File: src/rtl/crop_window_ctrl.sv
// Frame-level sequencer for the crop-detection datapath: arms the boundary detectors on whole
// frames, checks each measured window for geometry and stability, and latches a locked window.
module crop_window_ctrl #(
  parameter int unsigned H_ACTIVE      = 640,
  parameter int unsigned V_ACTIVE      = 480,
  parameter int unsigned STABLE_FRAMES = 3,
  parameter int unsigned TOL           = 4,
  parameter int unsigned MIN_W         = 16,
  parameter int unsigned MIN_H         = 16,
  parameter int unsigned MAX_TRIES     = 8
) (
  input  logic        iCLK,
  input  logic        iRST,
  input  logic        iFVAL,
  input  logic        iCAPTURE,
  input  logic        iABORT,
  input  logic [15:0] iXSTART,
  input  logic [15:0] iXEND,
  input  logic [15:0] iYSTART,
  input  logic [15:0] iYEND,
  output logic        oDET_CLR,
  output logic        oDET_EN,
  output logic [15:0] oX0,
  output logic [15:0] oX1,
  output logic [15:0] oY0,
  output logic [15:0] oY1,
  output logic        oWIN_VALID,
  output logic        oBUSY,
  output logic        oDONE,
  output logic        oERR
);

  typedef enum logic [2:0] {
    StIdle,
    StArm,
    StMeasure,
    StSample,
    StCheck,
    StLock,
    StFail
  } state_e;

  localparam logic [15:0] XLimit    = 16'(H_ACTIVE);
  localparam logic [15:0] YLimit    = 16'(V_ACTIVE);
  localparam logic [15:0] XResetEnd = 16'(H_ACTIVE - 1);
  localparam logic [15:0] YResetEnd = 16'(V_ACTIVE - 1);
  localparam logic [15:0] Tol       = 16'(TOL);
  localparam logic [16:0] MinW      = 17'(MIN_W);
  localparam logic [16:0] MinH      = 17'(MIN_H);
  localparam logic [3:0]  StableReq = 4'(STABLE_FRAMES);
  localparam logic [7:0]  MaxTries  = 8'(MAX_TRIES);

  state_e      state_q;
  logic        fval_q;
  logic        det_clr_q, det_en_q, busy_q, done_q, err_q, win_valid_q;
  logic [15:0] x0_q, x1_q, y0_q, y1_q;
  logic [15:0] nx0_q, nx1_q, ny0_q, ny1_q;
  logic [15:0] px0_q, px1_q, py0_q, py1_q;
  logic [3:0]  stable_q, stable_d;
  logic [7:0]  try_q, try_d;

  logic        rise, fall;
  logic        cand_valid, cand_match;
  logic [16:0] cand_w, cand_h;

  assign rise = iFVAL & ~fval_q;
  assign fall = ~iFVAL & fval_q;

  // Larger minus smaller, so the distance never wraps.
  function automatic logic [15:0] abs_diff(input logic [15:0] a, input logic [15:0] b);
    return (a > b) ? (a - b) : (b - a);
  endfunction

  always_comb begin
    cand_w = {1'b0, nx1_q} - {1'b0, nx0_q} + 17'd1;
    cand_h = {1'b0, ny1_q} - {1'b0, ny0_q} + 17'd1;
    cand_valid = (nx1_q > nx0_q) && (ny1_q > ny0_q) &&
                 (nx1_q < XLimit) && (ny1_q < YLimit) &&
                 (cand_w >= MinW) && (cand_h >= MinH);
    cand_match = (abs_diff(nx0_q, px0_q) <= Tol) && (abs_diff(nx1_q, px1_q) <= Tol) &&
                 (abs_diff(ny0_q, py0_q) <= Tol) && (abs_diff(ny1_q, py1_q) <= Tol);
    try_d = try_q + 8'd1;
    if (!cand_valid) begin
      stable_d = 4'd0;
    end else if (cand_match && (stable_q != 4'd0)) begin
      stable_d = stable_q + 4'd1;
    end else begin
      stable_d = 4'd1;
    end
  end

  always_ff @(posedge iCLK or negedge iRST) begin
    if (!iRST) begin
      state_q     <= StIdle;
      fval_q      <= 1'b0;
      det_clr_q   <= 1'b0;
      det_en_q    <= 1'b0;
      busy_q      <= 1'b0;
      done_q      <= 1'b0;
      err_q       <= 1'b0;
      win_valid_q <= 1'b0;
      x0_q        <= 16'd0;
      x1_q        <= XResetEnd;
      y0_q        <= 16'd0;
      y1_q        <= YResetEnd;
      nx0_q       <= 16'd0;
      nx1_q       <= 16'd0;
      ny0_q       <= 16'd0;
      ny1_q       <= 16'd0;
      px0_q       <= 16'd0;
      px1_q       <= 16'd0;
      py0_q       <= 16'd0;
      py1_q       <= 16'd0;
      stable_q    <= 4'd0;
      try_q       <= 8'd0;
    end else begin
      fval_q    <= iFVAL;
      det_clr_q <= 1'b0;
      done_q    <= 1'b0;
      if (iABORT && (state_q != StIdle)) begin
        state_q  <= StIdle;
        det_en_q <= 1'b0;
        busy_q   <= 1'b0;
      end else begin
        case (state_q)
          StIdle: begin
            if (iCAPTURE && !iABORT) begin
              state_q   <= StArm;
              busy_q    <= 1'b1;
              det_clr_q <= 1'b1;
              err_q     <= 1'b0;
              stable_q  <= 4'd0;
              try_q     <= 8'd0;
            end
          end
          StArm: begin
            if (rise) begin
              state_q  <= StMeasure;
              det_en_q <= 1'b1;
            end
          end
          StMeasure: begin
            if (fall) begin
              state_q  <= StSample;
              det_en_q <= 1'b0;
            end
          end
          StSample: begin
            nx0_q   <= iXSTART;
            nx1_q   <= iXEND;
            ny0_q   <= iYSTART;
            ny1_q   <= iYEND;
            state_q <= StCheck;
          end
          StCheck: begin
            try_q    <= try_d;
            stable_q <= stable_d;
            if (cand_valid) begin
              px0_q <= nx0_q;
              px1_q <= nx1_q;
              py0_q <= ny0_q;
              py1_q <= ny1_q;
            end
            if (stable_d == StableReq) begin
              state_q <= StLock;
            end else if (try_d == MaxTries) begin
              state_q <= StFail;
            end else begin
              state_q   <= StArm;
              det_clr_q <= 1'b1;
            end
          end
          StLock: begin
            // The previous-frame registers hold the most recent valid candidate.
            x0_q        <= px0_q;
            x1_q        <= px1_q;
            y0_q        <= py0_q;
            y1_q        <= py1_q;
            win_valid_q <= 1'b1;
            done_q      <= 1'b1;
            busy_q      <= 1'b0;
            state_q     <= StIdle;
          end
          StFail: begin
            err_q   <= 1'b1;
            done_q  <= 1'b1;
            busy_q  <= 1'b0;
            state_q <= StIdle;
          end
          default: begin
            state_q  <= StIdle;
            busy_q   <= 1'b0;
            det_en_q <= 1'b0;
          end
        endcase
      end
    end
  end

  assign oDET_CLR   = det_clr_q;
  assign oDET_EN    = det_en_q;
  assign oBUSY      = busy_q;
  assign oDONE      = done_q;
  assign oERR       = err_q;
  assign oWIN_VALID = win_valid_q;
  assign oX0        = x0_q;
  assign oX1        = x1_q;
  assign oY0        = y0_q;
  assign oY1        = y1_q;

endmodule

File: config.mk
export PLATFORM = sky130hd
export DESIGN_NAME = crop_window_ctrl
export DESIGN_NICKNAME = d
export VERILOG_FILES = /design/src/rtl/crop_window_ctrl.sv
export SDC_FILE = /design/constraint.sdc
export NUM_CORES = 1
export LEC_CHECK = 0
export BUFFER_PORTS_ARGS = -buffer_cell sky130_fd_sc_hd__buf_2
export CAP_MARGIN = 20
export CORE_MARGIN = 10
export CORE_UTILIZATION = 53
export DETAILED_ROUTE_END_ITERATION = 8
export PLACE_DENSITY = 0.81
export SYNTH_ARGS = -nofsm -noshare
export SYNTH_HDL_FRONTEND = slang
export SYNTH_SLANG_ARGS = --single-unit
File: constraint.sdc
create_clock -name iCLK -period 6.15 [get_ports iCLK]
set_input_delay 1.23 -clock iCLK [delete_from_list [all_inputs] [get_ports iCLK]]
set_output_delay 1.23 -clock iCLK [all_outputs]
set_load 0.05 [all_outputs]
==> run_results.csv, run 1 <==
group,metric,value,unit
final_layout,fin_nets,2403,
logic_synthesis,syn_inst,2047,
floorplan,die_area,0.04039,mm^2
pwr,clkPwrFrac,15.2,%
routing,post_drt_via_cell_ratio,6.036,
final_layout,area_growth,10.48,%
run,maxCapViolCount,0,
routing,drc_errors,0,
critical_path,critPathCapture,"oDET_CLR",
timing,setup_viol,0,
routing,vias,15590,
critical_path,cp_max_fo,9,
critical_path,r2r-end,"oDET_CLR",
global_route,grt_start_max_net_pins,128,
global_route,grt_pass1_wl,84.50,mm
clocking,cts.sinks,214,
critical_path,crit_type,"reg2reg",
logic_synthesis,synthTopCellsByArea,"dfrtp_1 (29%), ha_1 (14%), o21ai_0 (6.0%)",
pwr,switching_share,49.67,%
worst_hold_path,hold_depth,1,
clocking,clk_latency,0.56,ns
routing,wl_per_cell,20.33,um
critical_path,r2r_cells,13,
logic_synthesis,synthMostInstantiatedCell,"nand2_1",
pwr,p_comb_share,64.3,%
clocking,htree_levels,1,
final_layout,fill_cells,2918,
logic_synthesis,synth_seq_cells,214,
global_route,grt_pass1_vias,15520,
clocking,cts_setup_buffers,0,
pwr,cellPowerDensity,527.8,mW/mm^2
floorplan,die_y,201.0,um
clocking,cts_resized,0,
place,dp_hpwl,40.49,mm
global_route,antenna_found_initial,0,
logic_synthesis,synth_edf_count,0,
routing,first_pass_iters,7,
timing,worstMarginPinSlew,1.110,ns
critical_path,crit_path_start_kind,"flop",
pwr,ir_worst_vdd,0.0002897,V
routing,wl_met3,2.678,mm
logic_synthesis,synth_area_per_cell,8.480,um^2
critical_path,cp.arrival,5.21,ns
timing,fin_ws,1.368,ns
clocking,clkSlewWorstSetupHoldPaths,0.06,ns
clocking,cts_buffers,25,
global_route,overflow,0,
worst_hold_path,hold_class,"reg2reg",
clocking,ctsHoldBuffers,0,
clocking,cts.root.buffer_cell,"clkbuf_16",
critical_path,cp-end-kind,"flop",
logic_synthesis,synth-async-reset-ratio,100.0,%
critical_path,timing.rr.start,"nx1_q[7]",
floorplan,rows,66,
routing,drt_iter0_drc,1309,
timing,finalSetupTns,0,ns
clocking,cts_tree,"done",
logic_synthesis,ys_seq_area_share,30.96,%
final_layout,postLayoutCellArea,0.01918,mm^2
logic_synthesis,synth.cell_area,0.01736,mm^2
routing,wirelength_met1,22.31,mm
place,gp_congestion,0.9307,
final_layout,num_antenna_cells,0,
global_route,grt_use_total,25.28,%
final_layout,drive_above_1_share,13.83,%
timing,fmax,209.1,MHz
run_status,status,"finished, final reports clean",
logic_synthesis,synthTopCellsByCount,"nand2_1 (213), o21ai_0 (209), dfrtp_1 (198)",
place,io_buffers,138,
routing,wl,52.50,mm
timing,fin_crit,4.782,ns
critical_path,rrSetupSlack,1.37,ns
pwr,p_int,5094,uW
logic_synthesis,synth_fp_nets,2325,
timing,relSlewSlack,25.83,%
pwr,p_sw,5028,uW
critical_path,startpoint,"nx1_q[7]",
place,place_ws,1.394,ns
critical_path,required,6.58,ns
floorplan,ioPinCount,139,
timing,finalCritPeriodShare,77.75,%
timing,hold_violations,0,
place,place_area,0.01833,mm^2
clocking,clk_path_buf_depth,3,
logic_synthesis,synth_top_area_share,28.54,%
routing,antenna_left,0,
routing,route.met2.wl,25.97,mm
pwr,pwr-share-seq,20.5,%
pwr,p_leak,0.009173,uW
floorplan,die-width,201.0,um
logic_synthesis,synth-main-ff-cell,"dfrtp_1",
routing,maxUsedRoutingLayer,"met4",
floorplan,initial_core_util,53.49,%
logic_synthesis,synth_top_area_cell,"dfrtp_1",
logic_synthesis,yosys_warnings,0,
timing,skew,0.02601,ns
timing,rsz0062_at_grt,"no",
logic_synthesis,synth.distinct_cells,88,
timing,report.final.slew_viol_count,0,
floorplan,core_area,0.03245,mm^2
-- registers in the layout, summed over array words and instances, names as in the netlist, 3 cells and up --
name,flops
oX0,16
ny0_q,16
state_q,3
oY1,16
px1_q,16
ny1_q,16
oX1,16
nx1_q,16
py0_q,16
px0_q,16
py1_q,16
oY0,16
try_q,8
stable_q,4
nx0_q,16
-- layout make-up --
class | count | area (um^2) | share of cell area [%]
timing repair buffer | 144 | 783.3 | 4.084
tap | 442 | 553.0 | 2.884
clock buffer | 34 | 699.4 | 3.647
multi-input combinational | 1546 | 10910 | 56.86
clock inverter | 9 | 133.9 | 0.6981
sequential | 214 | 5375 | 28.03
inverter | 194 | 728.2 | 3.797
-- cells by family (layout without fill, tap and decap cells) --
family,Yosys count,in the layout,synth area share (%)
compound gates,610,610,21.91
xor+xnor,51,51,2.573
fa+ha+maj,209,209,15.76
buf+inv,287,381,6.328
flops,214,214,30.96
mux,91,91,5.766
simple gates,585,585,16.70
-- critical path, cell delays in order (launching register included) --
cell	delay (ns)
dfrtp_1	0.51
inv_1	0.17
ha_1	0.55
nand4_4	0.18
or3_1	0.38
mux2i_1	0.14
o21ai_1	0.13
or4b_1	0.68
a221o_1	0.38
a2111oi_2	0.28
o2111ai_1	0.22
nor4_4	0.54
nand3_2	0.20
a32o_1	0.29
-- worst min-delay path by stage --
stage,slack [ns],endpoint,from
6_report,0.46,oWIN_VALID,oWIN_VALID
5_1_grt,0.48,oWIN_VALID,oWIN_VALID
4_1_cts,0.46,oWIN_VALID,oWIN_VALID
3_5_place_dp,0.45,oWIN_VALID,oWIN_VALID
3_3_place_gp,0.45,oWIN_VALID,oWIN_VALID
2_1_floorplan,0.45,try_q[7],try_q[7]
-- power by group through the flow --
stage	combinational (uW)	sequential, uW	clock (uW)
floorplan	4660	2140	0
global placement	6240	2070	0
detailed placement	6350	2090	0
CTS	6400	2070	1570
global route	7190	2120	1620
finish	6510	2070	1540
-- layout by cell type (no fill, tap or decap), drive strengths merged, types with 17 or more instances in the layout --
master	synthesis	layout
nand3	46	46
xor2	23	23
mux2	72	72
nand2	213	213
inv	194	195
clkbuf	77	34
o21a	20	20
buf	16	144
a21oi	144	144
nor3	39	39
dfrtp	198	198
nor2	92	92
a211oi	17	17
nand2b	21	21
mux2i	19	19
ha	193	193
xnor2	28	28
nand4	42	42
a21o	33	33
a31oi	23	23
nor2b	35	35
o21ai	222	222
-- per-stage QoR --
| step | utilization (%) | std cells | hold WS (ns) | total power (uW) |
|---|---|---|---|---|
| finish | 59.09 | 2583 | 0.4616 | 10120 |
| global route | 59.09 | 2583 | 0.4799 | 10930 |
| CTS | 59.03 | 2582 | 0.4643 | 10040 |
| detailed placement | 56.47 | 2539 | 0.4496 | 8444 |
| global placement | 56.47 | 2539 | 0.4471 | 8312 |
| floorplan | - | 2047 | 0.4523 | 6791 |
-- layer usage --
metal  GRT usage [%]  vias up
met5               0        -
met4           8.331        0
met3           3.373       89
met2           43.89      480
met1           31.70     7588
li1                -     7433
Note: power is estimated with default switching activity, not from simulation.
==> inputs of run 2 (changes only) <==
- ABC_AREA: not set -> 1
- clock period: 6.15 -> 4.7 ns (I/O delays scaled with it)
==> run_results.csv, run 2 <==
group,metric,value,unit
place,place_area,0.01982,mm^2
routing,drc_errors,0,
global_route,overflow,0,
routing,wl,57.16,mm
routing,wl_met3,3.446,mm
logic_synthesis,synth_top_area_share,26.48,%
logic_synthesis,synth.cell_area,0.01871,mm^2
timing,finalCritPeriodShare,84.85,%
final_layout,fill_cells,3379,
final_layout,num_antenna_cells,0,
clocking,cts.sinks,214,
pwr,ir_worst_vdd,0.0004651,V
logic_synthesis,synthTopCellsByArea,"dfrtp_1 (26%), nand2_1 (19%), ha_1 (13%)",
logic_synthesis,synthMostInstantiatedCell,"nand2_1",
logic_synthesis,synth_fp_nets,3160,
final_layout,layout_commonest_cell,"nand2_1",
global_route,grt_pass1_wl,92.14,mm
critical_path,cp_slowest_stage_delay,0.53,ns
clocking,clk_latency,0.56,ns
floorplan,ioPinCount,139,
clocking,ctsHoldBuffers,0,
global_route,grt_start_max_net_pins,100,
timing,skew,0.03077,ns
logic_synthesis,synth_edf_count,0,
logic_synthesis,synth.distinct_cells,45,
floorplan,die_area,0.04323,mm^2
critical_path,cp_cell_sequence,"inv_1 > ha_1 > inv_1 > fa_1 > nor2_1 > nand3_1 > o21ai_0 > nand3_1 > nand2_1 > nand2_1 > nand3_1 > nor2_1 > nand2_1 > nor2_1 > nor2_1 > nand2_2 > inv_1 > nand2_1 > o21ai_0",
logic_synthesis,synthTopCellsByCount,"nand2_1 (958), inv_1 (496), nor2_1 (228)",
logic_synthesis,synth-main-ff-cell,"dfrtp_1",
clocking,cts_buffers,26,
timing,report.final.slew_viol_count,0,
place,place_ws,0.8236,ns
final_layout,most-common-layout-cells,"nand2_1 (955), inv_1 (496), nor2_1 (228), dfrtp_1 (198), ha_1 (193)",
final_layout,drive_above_1_share,8.413,%
floorplan,die-width,207.9,um
run_status,status,"finished, final reports clean",
timing,rsz0062_at_grt,"no",
routing,route.met2.wl,26.99,mm
logic_synthesis,synth-async-reset-ratio,100.0,%
routing,maxUsedRoutingLayer,"met4",
floorplan,rows,68,
pwr,cellPowerDensity,682.1,mW/mm^2
worst_hold_path,hold_class,"in2async",
place,placedCellCount,3426,
critical_path,crit_path_start_kind,"flop",
pwr,p_leak,0.01177,uW
timing,worstMarginPinSlew,0.9232,ns
logic_synthesis,syn_inst,2882,
place,io_buffers,138,
critical_path,cp.arrival,4.46,ns
routing,post_drt_via_cell_ratio,5.320,
final_layout,area_growth,10.69,%
clocking,cts_setup_buffers,0,
clocking,clk_path_buf_depth,3,
critical_path,cp-end-kind,"flop",
global_route,antenna_found_initial,0,
routing,vias,18480,
clocking,cts_resized,0,
timing,fin_ws,0.7121,ns
pwr,total_power,14130,uW
routing,drt_iter0_drc,1450,
logic_synthesis,yosys_warnings,0,
place,dp_hpwl,46.31,mm
logic_synthesis,ys_seq_area_share,28.72,%
clocking,cts.root.buffer_cell,"clkbuf_16",
final_layout,final_cells,3474,
critical_path,required,5.18,ns
routing,wl_per_cell,16.45,um
final_layout,postLayoutCellArea,0.02071,mm^2
timing,hold_violations,0,
routing,wirelength_met1,24.81,mm
final_layout,fin_nets,3277,
critical_path,crit_path_top_delay_cell,"fa_1",
timing,setup_viol,0,
timing,relSlewSlack,38.45,%
critical_path,cp_max_fo,30,
timing,fmax,250.8,MHz
place,gp_congestion,0.9654,
run,maxCapViolCount,0,
logic_synthesis,synth_seq_cells,214,
global_route,grt_pass1_vias,17760,
timing,fin_crit,3.988,ns
floorplan,initial_core_util,53.91,%
critical_path,crit_type,"reg2reg",
floorplan,core_area,0.03471,mm^2
clocking,htree_levels,1,
global_route,grt_use_total,25.53,%
logic_synthesis,synth_area_per_cell,6.493,um^2
logic_synthesis,synth_top_area_cell,"dfrtp_1",
routing,antenna_left,0,
clocking,cts_tree,"done",
timing,finalSetupTns,0,ns
floorplan,die_y,207.9,um
clocking,clkSlewWorstSetupHoldPaths,0.06,ns
routing,first_pass_iters,6,
==> run 2: cell types whose count changed in the layout (fill, tap and decap cells not counted), moves of 30 or more <==
cell,before,now
a21o_1,33,3
a21oi_1,142,173
inv_1,194,496
mux2_2,71,0
nand2_1,213,955
nand3_1,45,185
nor2_1,90,228
nor2b_1,35,0
o21ai_0,209,160
==> run 2: critical path: cells and delay by family (launching register included) <==
| family | cells | cell delay (ns) |
|---|---|---|
| AO/OA/AOI/OAI | 2 | 0.50 |
| adder cells (fa/ha/maj) | 2 | 0.73 |
| flip-flops | 1 | 0.38 |
| AND/OR/NAND/NOR | 12 | 1.62 |
| buffers and inverters | 3 | 0.68 |
==> run 2: stage by stage <==
stage	hold WS [ns]	util, %
2_1_floorplan	0.4530	-
3_3_place_gp	0.4464	57.11
3_5_place_dp	0.4599	57.11
4_1_cts	0.3738	59.67
5_1_grt	0.3956	59.67
6_report	0.3484	59.67
==> run 2: power breakdown <==
| group | leakage, uW | switching (uW) | internal, uW | total (uW) |
|---|---|---|---|---|
| registers | 0.00262 | 382 | 2210 | 2590 |
| clock network | 0.000429 | 857 | 1250 | 2100 |
| logic | 0.00871 | 6320 | 3120 | 9440 |
| total | 0.0118 | 7560 | 6570 | 14100 |
==> run 2: logic make-up after synthesis <==
logic type | after synthesis | synth area share [%]
AOI/OAI and AO/OA | 375 | 10.52
buffers and inverters | 560 | 11.45
DFF | 214 | 28.72
xor gates and xnor gates | 46 | 2.153
and+or+nand+nor | 1478 | 32.53
adders and majority gates | 209 | 14.62
==> run 2: path summary, 6_finish.rpt <==
check | start | end | slack (ns) | cells after the start
setup / recovery | ny0_q[4] | stable_q[0] | 0.71 | 19
hold / removal | iRST | oX0[3] | 0.35 | 1
setup reg to reg | ny0_q[4] | stable_q[0] | 0.71 | 19
hold reg to reg | oWIN_VALID | oWIN_VALID | 0.46 | 2
max in group asynchronous | iRST | oY1[1] | 3.34 | 2
min in group iCLK | oWIN_VALID | oWIN_VALID | 0.46 | 2
==> run 2: area by class of cell <==
class,count,area (um^2),area share (%)
inverters,505,1896,9.151
flip-flops and latches,214,5375,25.95
well taps,455,569.3,2.748
multi-input cells,2108,11210,54.13
clock buffers,37,763.2,3.684
clock inverters,11,127.6,0.6161
repair buffers,144,770.7,3.721
==> run 2: metal layers <==
| layer | track usage, % | up-vias |
|---|---|---|
| li1 | - | 9242 |
| met5 | 0 | - |
| met1 | 32.77 | 8532 |
| met2 | 43.41 | 617 |
| met3 | 3.430 | 90 |
| met4 | 8.344 | 0 |
